**src/rtl/traffic_pkg.sv**
```systemverilog
// traffic_pkg: shared definitions for the intersection signal blocks.
//   state_t   : scheduler state codes (also driven out as the debug phase)
//   RED/YELLOW/GREEN : one-hot signal head encodings {red, yellow, green}
//   PHASE_W   : width of the state / phase code
package traffic_pkg;

   localparam int PHASE_W = 3;

   typedef enum logic [PHASE_W-1:0] {
      ALL_RED = 3'd0,
      NS_G    = 3'd1,
      NS_Y    = 3'd2,
      EW_G    = 3'd3,
      EW_Y    = 3'd4,
      WALK    = 3'd5
   } state_t;

   localparam logic [2:0] RED    = 3'b100;
   localparam logic [2:0] YELLOW = 3'b010;
   localparam logic [2:0] GREEN  = 3'b001;

endpackage

```
**src/rtl/tick_prescaler.sv**
```systemverilog
// tick_prescaler: divides clk down to a one-cycle tick every TICK_DIV cycles.
//   clk   : clock
//   rst   : synchronous active-high reset, counter to 0
//   clear : restart the count at 0 on the next cycle (phase realignment)
//   tick  : high on the cycle the count reaches TICK_DIV-1
module tick_prescaler #(
   parameter int TICK_DIV = 100_000_000
) (
   input  logic clk,
   input  logic rst,
   input  logic clear,
   output logic tick
);

   localparam int CNT_W = $clog2(TICK_DIV - 1) + 1;

   logic [CNT_W-1:0] cnt;

   assign tick = (cnt == CNT_W'(TICK_DIV - 1));

   always_ff @(posedge clk) begin
      if (rst || clear)
         cnt <= '0;
      else if (tick)
         cnt <= '0;
      else
         cnt <= cnt + 1'b1;
   end

endmodule

```
**src/rtl/traffic_phase_scheduler.sv**
```systemverilog
// traffic_phase_scheduler: demand-actuated two-way intersection scheduler with
// an exclusive pedestrian phase.
//   clk, rst  : clock, synchronous active-high reset
//   ns_req    : NS vehicle detector (level, sampled on ticks)
//   ew_req    : EW vehicle detector (level, sampled on ticks)
//   ped_req   : pedestrian button (latched every cycle outside WALK)
//   NS_light  : NS head, one-hot {red, yellow, green}
//   EW_light  : EW head, same encoding
//   walk      : walk lamp, high only in WALK
//   phase     : current state code
module traffic_phase_scheduler
   import traffic_pkg::*;
#(
   parameter int TICK_DIV  = 100_000_000,
   parameter int MIN_GREEN = 4,
   parameter int MAX_GREEN = 10,
   parameter int YELLOW_T  = 2,
   parameter int ALL_RED_T = 1,
   parameter int WALK_T    = 5
) (
   input  logic               clk,
   input  logic               rst,
   input  logic               ns_req,
   input  logic               ew_req,
   input  logic               ped_req,
   output logic [2:0]         NS_light,
   output logic [2:0]         EW_light,
   output logic               walk,
   output logic [PHASE_W-1:0] phase
);

   localparam int TMAX_A = (YELLOW_T > ALL_RED_T) ? YELLOW_T : ALL_RED_T;
   localparam int TMAX   = (TMAX_A > WALK_T) ? TMAX_A : WALK_T;
   localparam int T_W    = $clog2(TMAX) + 1;
   localparam int EL_W   = $clog2(MAX_GREEN) + 1;

   state_t          state, state_next;
   logic            state_chg;
   logic            tick;
   logic [T_W-1:0]  tmr, t_inc;
   logic [EL_W-1:0] elapsed, e_inc;
   logic            ped_pending;
   logic            last_ns;   // 1: NS had the most recent green, 0: EW

   assign state_chg = (state_next != state);

   // Every state change realigns the tick grid so each timed state lasts
   // exactly N*TICK_DIV cycles.
   tick_prescaler #(.TICK_DIV(TICK_DIV)) u_presc (
      .clk   (clk),
      .rst   (rst),
      .clear (state_chg),
      .tick  (tick)
   );

   // Tick counts including the current tick; used for the decision made on it.
   assign t_inc = (tmr == T_W'(TMAX)) ? tmr : tmr + 1'b1;
   assign e_inc = (elapsed == EL_W'(MAX_GREEN)) ? elapsed : elapsed + 1'b1;

   always_ff @(posedge clk) begin
      if (rst)
         state <= ALL_RED;
      else
         state <= state_next;
   end

   always_ff @(posedge clk) begin
      if (rst || state_chg) begin
         tmr     <= '0;
         elapsed <= '0;
      end else if (tick) begin
         tmr     <= t_inc;
         elapsed <= e_inc;
      end
   end

   // Entry into WALK wins over a same-cycle press so the request is consumed.
   always_ff @(posedge clk) begin
      if (rst)
         ped_pending <= 1'b0;
      else if (state_next == WALK && state != WALK)
         ped_pending <= 1'b0;
      else if (state != WALK && ped_req)
         ped_pending <= 1'b1;
   end

   // Reset to EW-served so NS gets the first green.
   always_ff @(posedge clk) begin
      if (rst)
         last_ns <= 1'b0;
      else if (state_chg && state_next == NS_G)
         last_ns <= 1'b1;
      else if (state_chg && state_next == EW_G)
         last_ns <= 1'b0;
   end

   always_comb begin
      state_next = state;
      case (state)
         NS_G:
            if (tick && (ew_req || ped_pending) &&
                ((e_inc >= EL_W'(MIN_GREEN) && !ns_req) || e_inc == EL_W'(MAX_GREEN)))
               state_next = NS_Y;
         EW_G:
            if (tick && (ns_req || ped_pending) &&
                ((e_inc >= EL_W'(MIN_GREEN) && !ew_req) || e_inc == EL_W'(MAX_GREEN)))
               state_next = EW_Y;
         NS_Y, EW_Y:
            if (tick && t_inc == T_W'(YELLOW_T))
               state_next = ALL_RED;
         ALL_RED:
            if (tick && t_inc == T_W'(ALL_RED_T))
               state_next = ped_pending ? WALK : (last_ns ? EW_G : NS_G);
         WALK:
            if (tick && t_inc == T_W'(WALK_T))
               state_next = last_ns ? EW_G : NS_G;
         default:
            state_next = ALL_RED;
      endcase
   end

   always_comb begin
      NS_light = RED;
      EW_light = RED;
      walk     = 1'b0;
      case (state)
         NS_G:    NS_light = GREEN;
         NS_Y:    NS_light = YELLOW;
         EW_G:    EW_light = GREEN;
         EW_Y:    EW_light = YELLOW;
         WALK:    walk     = 1'b1;
         default: ;
      endcase
   end

   assign phase = state;

endmodule
```
**config.mk**
```make
export PLATFORM = sky130hd
export DESIGN_NAME = traffic_phase_scheduler
export DESIGN_NICKNAME = d
export VERILOG_FILES = /design/src/rtl/traffic_pkg.sv /design/src/rtl/tick_prescaler.sv /design/src/rtl/traffic_phase_scheduler.sv
export SDC_FILE = /design/constraint.sdc
export NUM_CORES = 1
export LEC_CHECK = 0
export CAP_MARGIN = 25
export CORE_MARGIN = 3
export CORE_UTILIZATION = 59
export CTS_CLUSTER_SIZE = 20
export DETAILED_ROUTE_END_ITERATION = 12
export GPL_TIMING_DRIVEN = 0
export MAX_ROUTING_LAYER = met4
export PLACE_DENSITY = 0.79
export SYNTH_ARGS = -nofsm -noshare
export SYNTH_HDL_FRONTEND = slang
export SYNTH_SLANG_ARGS = --single-unit
```
**constraint.sdc**
```tcl
create_clock -name clk -period 3.3 [get_ports clk]
set_input_delay 0.99 -clock clk [delete_from_list [all_inputs] [get_ports clk]]
set_output_delay 0.99 -clock clk [all_outputs]
set_load 0.01 [all_outputs]
```
==> run summary, run 1 <==
Fmax achieved: 0.322 GHz
# rows: 22
Synth Instances: 295
worst clock skew: 7.44 ps
Die Wd: 69.8 um
GPL Wtd Cong: 0.872
Synth cell types: 60
Commonest cells post-synth: nor2_1, dfxtp_1, nand2_1
Multi-input gate area: 0.00151 mm2
HPWL Detailed: 3520 um
Max Cap Viol: 0
asr flop ratio synth: 0
Synth Area per Inst: 8.15 um2
area added between synthesis and finish: 16.1%
fillers: 342
Initial Utilization: 0.633
DIE HEIGHT: 69.8 um
CP endpoint kind: flip-flop
total CTS buffers: 5
VDD IR-drop max: 0.000425 V
max-slew violation count: 0
die area: 0.00488 mm2
Clock Pin Slew Worst Setup and Hold Paths: 80 ps
Syn Nets: 305
status: complete, no violations
Port Buf Inserts: 14
Ports: 15
EDFF count, synth: 0
Leak: 0.972 nW
synth warn: 0
CP max FO: 6
Worst Hold Class: reg2reg
Hold WS: 479 ps
Max H-tree Level: 2
Core Region: 0.00380 mm2
Longest Clk Path Bufs: 2
worst rel slew slack: 0.590
Critical Path RT: 3530 ps
Least-Margin Pin Slew: 599 ps
Pre-antenna DRT Iters: 4
largest net degree at the start of global routing: 14
# diodes: 0
vias per cell: 5.77
WS Path Type: reg2reg
final WL: 5060 um
worst setup margin: 190 ps
clk sinks: 42
final hold vios: 0
total global-route track usage: 0.207
pwr/cell area: 375 mW/mm2
antenna viol nets, final: 0
# DRC: 0
Total Neg Setup Slack: 0 ps
top-count cell post-synth: nor2_1
Clock Latency Late Sink: 290 ps
top_reg_cell synth: dfxtp_1
DR WL/cell: 13.8 um
CP Data Arrival Time: 3340 ps
# nets final: 328
routed vias: 2119
synthesis-stage register bit count: 42
GRT Residual Overflow: 0
# setup viols final: 0
top cell type's share of synthesized area: 0.350
cts hold-fix bufs: 0
final worst-path cycle share: 0.942
vias in the first global route: 1902
Yosys top cell by area: dfxtp_1
synth top area cells: dfxtp_1, nor2_1, xor2_1, xnor2_1, nand2_1
register area: 841 um2
RSZ-0062 raised after global routing: no
DRT iter0 DRCs: 149
first-pass GRT wire length: 8220 um
layout cells sized above 1: 0.107
post-synthesis sequential area ratio: 0.350
Cell Area, Synth: 0.00240 mm2
Period minus WS final: 3110 ps
CTS root buf: clkbuf_8
CTS tree: yes
pre-CTS setup slack: 22.4 ps
initial antenna violation count: 0
Worst setup SP type: flip-flop
[layer usage]
layer	track usage	wire (um)
met1	0.254	2370
met2	0.333	2390
met5	-	0
met4	0.0894	112
met3	0.0377	185
[flip-flops by register name, indices dropped and copies added, names as in the netlist]
register / count
ped_pending: 1
tmr: 4
last_ns: 1
u_presc.cnt: 28
elapsed: 5
phase: 3
[worst max-delay path: stages, from the launching register on]
cell and delay, ps:
dfxtp_1 400, ha_1 230, nand4_1 180, or3_1 410
or4_1 390, buf_2 190, o31ai_2 250, a311oi_1 180
and2_4 190, or4b_1 510, a21oi_1 120
[final timing paths]
check	startpoint	end	slack [ps]	cells after the start
min	u_presc.cnt[0]	u_presc.cnt[0]	480	1
max reg2reg	u_presc.cnt[0]	last_ns	190	10
min reg2reg	u_presc.cnt[0]	u_presc.cnt[0]	480	1
max	u_presc.cnt[0]	last_ns	190	10
[kinds of logic after synthesis]
logic type                 after synthesis  synth area share
xor gates and xnor gates                31             0.113
adders and majority gates                5            0.0260
and+or+nand+nor                        161             0.355
buffers and inverters                   19            0.0344
DFF                                     42             0.350
AOI/OAI and AO/OA                       34             0.109
muxes                                    3            0.0135
[cell type report]
type / instances / area share
inverters: 7 / 0.00941
multi-input cells: 234 / 0.540
clock buffers: 6 / 0.0296
well taps: 48 / 0.0215
clock inverters: 2 / 0.0215
plain buffers: 12 / 0.0220
repair buffers: 16 / 0.0547
flip-flops and latches: 42 / 0.301
[through the flow]
| step | util | cells | power (W) | instance area (um2) |
|---|---|---|---|---|
| final | 0.735 | 367 | 0.00105 | 2790 |
| after global routing | 0.735 | 367 | 0.00108 | 2790 |
| after CTS | 0.723 | 365 | 0.00105 | 2750 |
| after detailed placement | 0.685 | 357 | 0.000554 | 2600 |
| after global placement | 0.685 | 357 | 0.000554 | 2600 |
| after floorplan | - | 295 | 0.000543 | 2400 |
[power breakdown]
| part | total, W | internal (W) | switching (W) |
|---|---|---|---|
| sequential | 0.000515 | 0.000510 | 0.00000477 |
| combinational | 0.0000296 | 0.0000134 | 0.0000162 |
| clock | 0.000503 | 0.000323 | 0.000180 |
[cells in the final DEF (no fill, tap or decap), types with 5 or more instances in the layout]
cell and n:
buf_2 8, xnor2_1 15, clkdlybuf4s50_1 14, a21oi_1 7
clkbuf_8 6, nor2_1 59, inv_1 7, nand3_1 15
xor2_1 16, nor3_1 6, nand2_1 25, and3_1 5
nand4_1 6, dfxtp_1 42
[repair_timing]
item,in CTS,in global routing
buffers inserted,0,1
setup endpoints to repair,0,21
gates resized for setup,0,7
Power figures use the tool's default switching activity.
==> run 2, diff against run 1 <==
--- a/config.mk
+++ b/config.mk
@@ -15,4 +15,5 @@
 export PLACE_DENSITY = 0.79
 export SYNTH_ARGS = -nofsm -noshare
 export SYNTH_HDL_FRONTEND = slang
+export SYNTH_HIERARCHICAL = 1
 export SYNTH_SLANG_ARGS = --single-unit
==> run 2 against run 1 <==
- critical path depth is 4 higher
- clock-buffer cell count increased by 1
- critical path type unchanged
- sequential cell count is the same
- hold slack improved by 10 ps
- clock power is 31% lower
- register-to-register slack worse by 180 ps
- non-clock buffer count is 10 higher
- clock skew down 1.9 ps
- first-iteration DRC count is 7.4% lower
==> run summary, run 2 <==
CTS root buf: clkbuf_8
top_reg_cell synth: dfxtp_1
# rows: 23 (+4.5%)
clk sinks: 42 (unchanged)
Commonest cells post-synth: dfxtp_1, nand2_1, nor2_1
GPL Wtd Cong: 0.909 (+4.2%)
final WL: 5820 um (+15%)
Top Registers: u_presc/cnt: 28 flops, elapsed: 5 flops, tmr: 4 flops
Cell Area, Synth: 0.00259 mm2 (+7.9%)
R2R Setup Slk: 10 ps (-180 ps)
layout cells sized above 1: 0.227 (+0.121)
GRT Residual Overflow: 0 (unchanged)
mux contribution to synthesized area: 0.0222 (+0.00867)
DIE HEIGHT: 72.3 um (+3.5%)
asr flop ratio synth: 0 (unchanged)
Ports: 15 (unchanged)
fin util: 0.754 (+0.0192)
synth warn: 6 (+6)
worst clock skew: 5.57 ps (-1.87 ps)
DR WL/cell: 14.8 um (+7.3%)
Multi-input gate area: 0.00171 mm2 (+13%)
DRT iter0 DRCs: 138 (-7.4%)
largest reg by FF count: u_presc/cnt
cell depth of the worst flop-to-flop path: 14 (+4)
top cell type's share of synthesized area: 0.324 (-0.0255)
vias per cell: 5.84 (+1.2%)
Worst Hold Class: reg2reg
synthesis-stage register bit count: 42 (unchanged)
max-slew violation count: 0 (unchanged)
Pre-antenna DRT Iters: 5 (+1)
Post-Synth XOR/XNOR Area: 0.0811 (-0.0319)
main combinational cell family by area after synthesis: simple AND/OR/NAND/NOR gates
Period minus WS final: 3290 ps (+178 ps)
pwr/cell area: 291 mW/mm2 (-22%)
area added between synthesis and finish: 19.7%
fillers: 301 (-12%)
Yosys top cell by area: dfxtp_1
# diodes: 0 (unchanged)
synth top area cells: dfxtp_1, xor2_1, nand2_1, nor2_1, nor4b_2
cts hold-fix bufs: 0 (unchanged)
WS Path Type: reg2reg
Simple-Gate Fraction of Synth Area: 0.361 (+0.00698)
Max H-tree Level: 2 (unchanged)
HPWL Detailed: 4000 um (+14%)
CTS tree: yes
total CTS buffers: 5 (unchanged)
final hold vios: 0 (unchanged)
most common cell after layout, fill and taps aside: dfxtp_1
Die Wd: 72.3 um (+3.5%)
Total Neg Setup Slack: 0 ps (unchanged)
initial antenna violation count: 0 (unchanged)
top-count cell post-synth: dfxtp_1
Port Buf Inserts: 14 (unchanged)
Worst setup SP type: flip-flop
first-pass GRT wire length: 9960 um (+21%)
CP Data Arrival Time: 3490 ps (+150 ps)
final worst-path cycle share: 0.996 (+0.0538)
# nets final: 352 (+7.3%)
# DRC: 0 (unchanged)
EDFF count, synth: 0 (unchanged)
Initial Utilization: 0.630 (-0.00276)
largest net degree at the start of global routing: 13 (-1)
crit path from: u_presc/cnt[11]
HP Start: u_presc/cnt[0]
Post-Synth Adder-Cell Area: 0.0241 (-0.00190)
Core Region: 0.00412 mm2 (+8.3%)
Fmax achieved: 0.304 GHz (-5.4%)
CP endpoint kind: flip-flop
WHS Path Cells: 1 (unchanged)
Synth Instances: 308 (+4.4%)
commonest cells after routing, fill and taps aside: dfxtp_1, nand2_1, nor2_1
Synth cell types: 64 (+6.7%)
Clock Latency Late Sink: 300 ps (about the same)
Largest register FFs: 28 (unchanged)
status: complete, no violations
CP max FO: 5 (-1)
Least-Margin Pin Slew: 691 ps (+91.6 ps)
complex-gate fraction of the synthesized area: 0.139 (+0.0302)
total global-route track usage: 0.248 (+0.0404)
RSZ-0062 raised after global routing: yes
# setup viols final: 0 (unchanged)
post-synthesis sequential area ratio: 0.324 (-0.0255)
routed vias: 2297 (+8.4%)
die area: 0.00523 mm2 (+7.2%)
worst r2r src: u_presc/cnt[11]
Longest Clk Path Bufs: 2 (unchanged)
Worst Hold End: u_presc/cnt[0]
antenna viol nets, final: 0 (unchanged)
Max Cap Viol: 0 (unchanged)
vias in the first global route: 2170 (+14%)
VDD IR-drop max: 0.000266 V (-37%)
register area: 848 um2 (+0.89%)
worst rel slew slack: 0.536 (-0.0546)
r2r endpoint: u_presc/cnt[25]
Synth Area per Inst: 8.42 um2 (+3.3%)
Leak: 1.12 nW (+16%)
Clock Pin Slew Worst Setup and Hold Paths: 80 ps (about the same)
Critical Path RT: 3500 ps (-30 ps)
Syn Nets: 318 (+4.3%)
[run 2: power breakdown]
group          internal (W)  total [W]  switching (W)
Sequential         0.000509   0.000514     0.00000464
Combinational     0.0000217  0.0000442      0.0000225
Clock              0.000169   0.000345       0.000176
[run 2: logic make-up (layout without fill, tap and decap cells)]
group	Yosys count	after routing
AND/OR/NAND/NOR	163	163
adder cells (fa/ha/maj)	5	5
AO/OA/AOI/OAI	46	46
flip-flops	42	42
buffers and inverters	23	58
multiplexers	5	5
XOR/XNOR	24	24
[run 2: area by class of cell]
class | count | area share
plain buffers | 10 | 0.0254
clock inverters | 1 | 0.00161
repair buffers | 28 | 0.0867
well taps | 50 | 0.0202
clock buffers | 7 | 0.0278
inverters | 12 | 0.0145
flip-flops and latches | 42 | 0.273
multi-input cells | 243 | 0.550
[run 2: what timing repair did]
action	4_1_cts	5_1_grt
gates resized for setup	18	13
endpoints found under the setup margin	37	22
gates cloned	2	0
buffers inserted	4	8
pin swaps	2	7
[run 2: worst max-delay path by stage]
stage,end,slack [ps],depth (start not counted)
floorplan,u_presc/cnt[14],30,14
global placement,u_presc/cnt[11],-550,15
detailed placement,u_presc/cnt[13],-560,15
CTS,u_presc/cnt[2],6,14
global route,u_presc/cnt[2],-60,14
finish,u_presc/cnt[25],10,14
[run 2: critical path: stages (launching register included)]
cell	delay (ps)
dfxtp_2	350
or4_4	520
or4_4	420
buf_6	150
nor2_4	150
o21ai_2	80
or4_4	490
a21oi_4	160
o22a_1	180
buf_6	100
nand2b_4	130
nor2_4	60
o21ai_4	150
buf_6	170
nor2_1	50
[run 2: stage by stage]
stage | instances | setup WS [ps] | hold WS (ps) | cell area [um2] | total power (W)
global placement | 372 | -551 | 468 | 2800 | 0.000559
detailed placement | 372 | -559 | 481 | 2800 | 0.000560
global route | 393 | -61.8 | 529 | 3100 | 0.000937
CTS | 386 | 6.06 | 498 | 3010 | 0.000915
floorplan | 308 | 27.4 | 447 | 2590 | 0.000548
finish | 393 | 12.7 | 489 | 3100 | 0.000904
[run 2: routing by layer]
metal  global-route usage  routed length, um  share of wire  vias to the layer above
met5                    -                  0              0                        -
met4               0.0981                 86          0.015                        0
met3               0.0665                265          0.046                        9
met2                0.363               2660           0.46                       36
met1                0.323               2810           0.48                     1079
li1                     -                  -              -                     1173
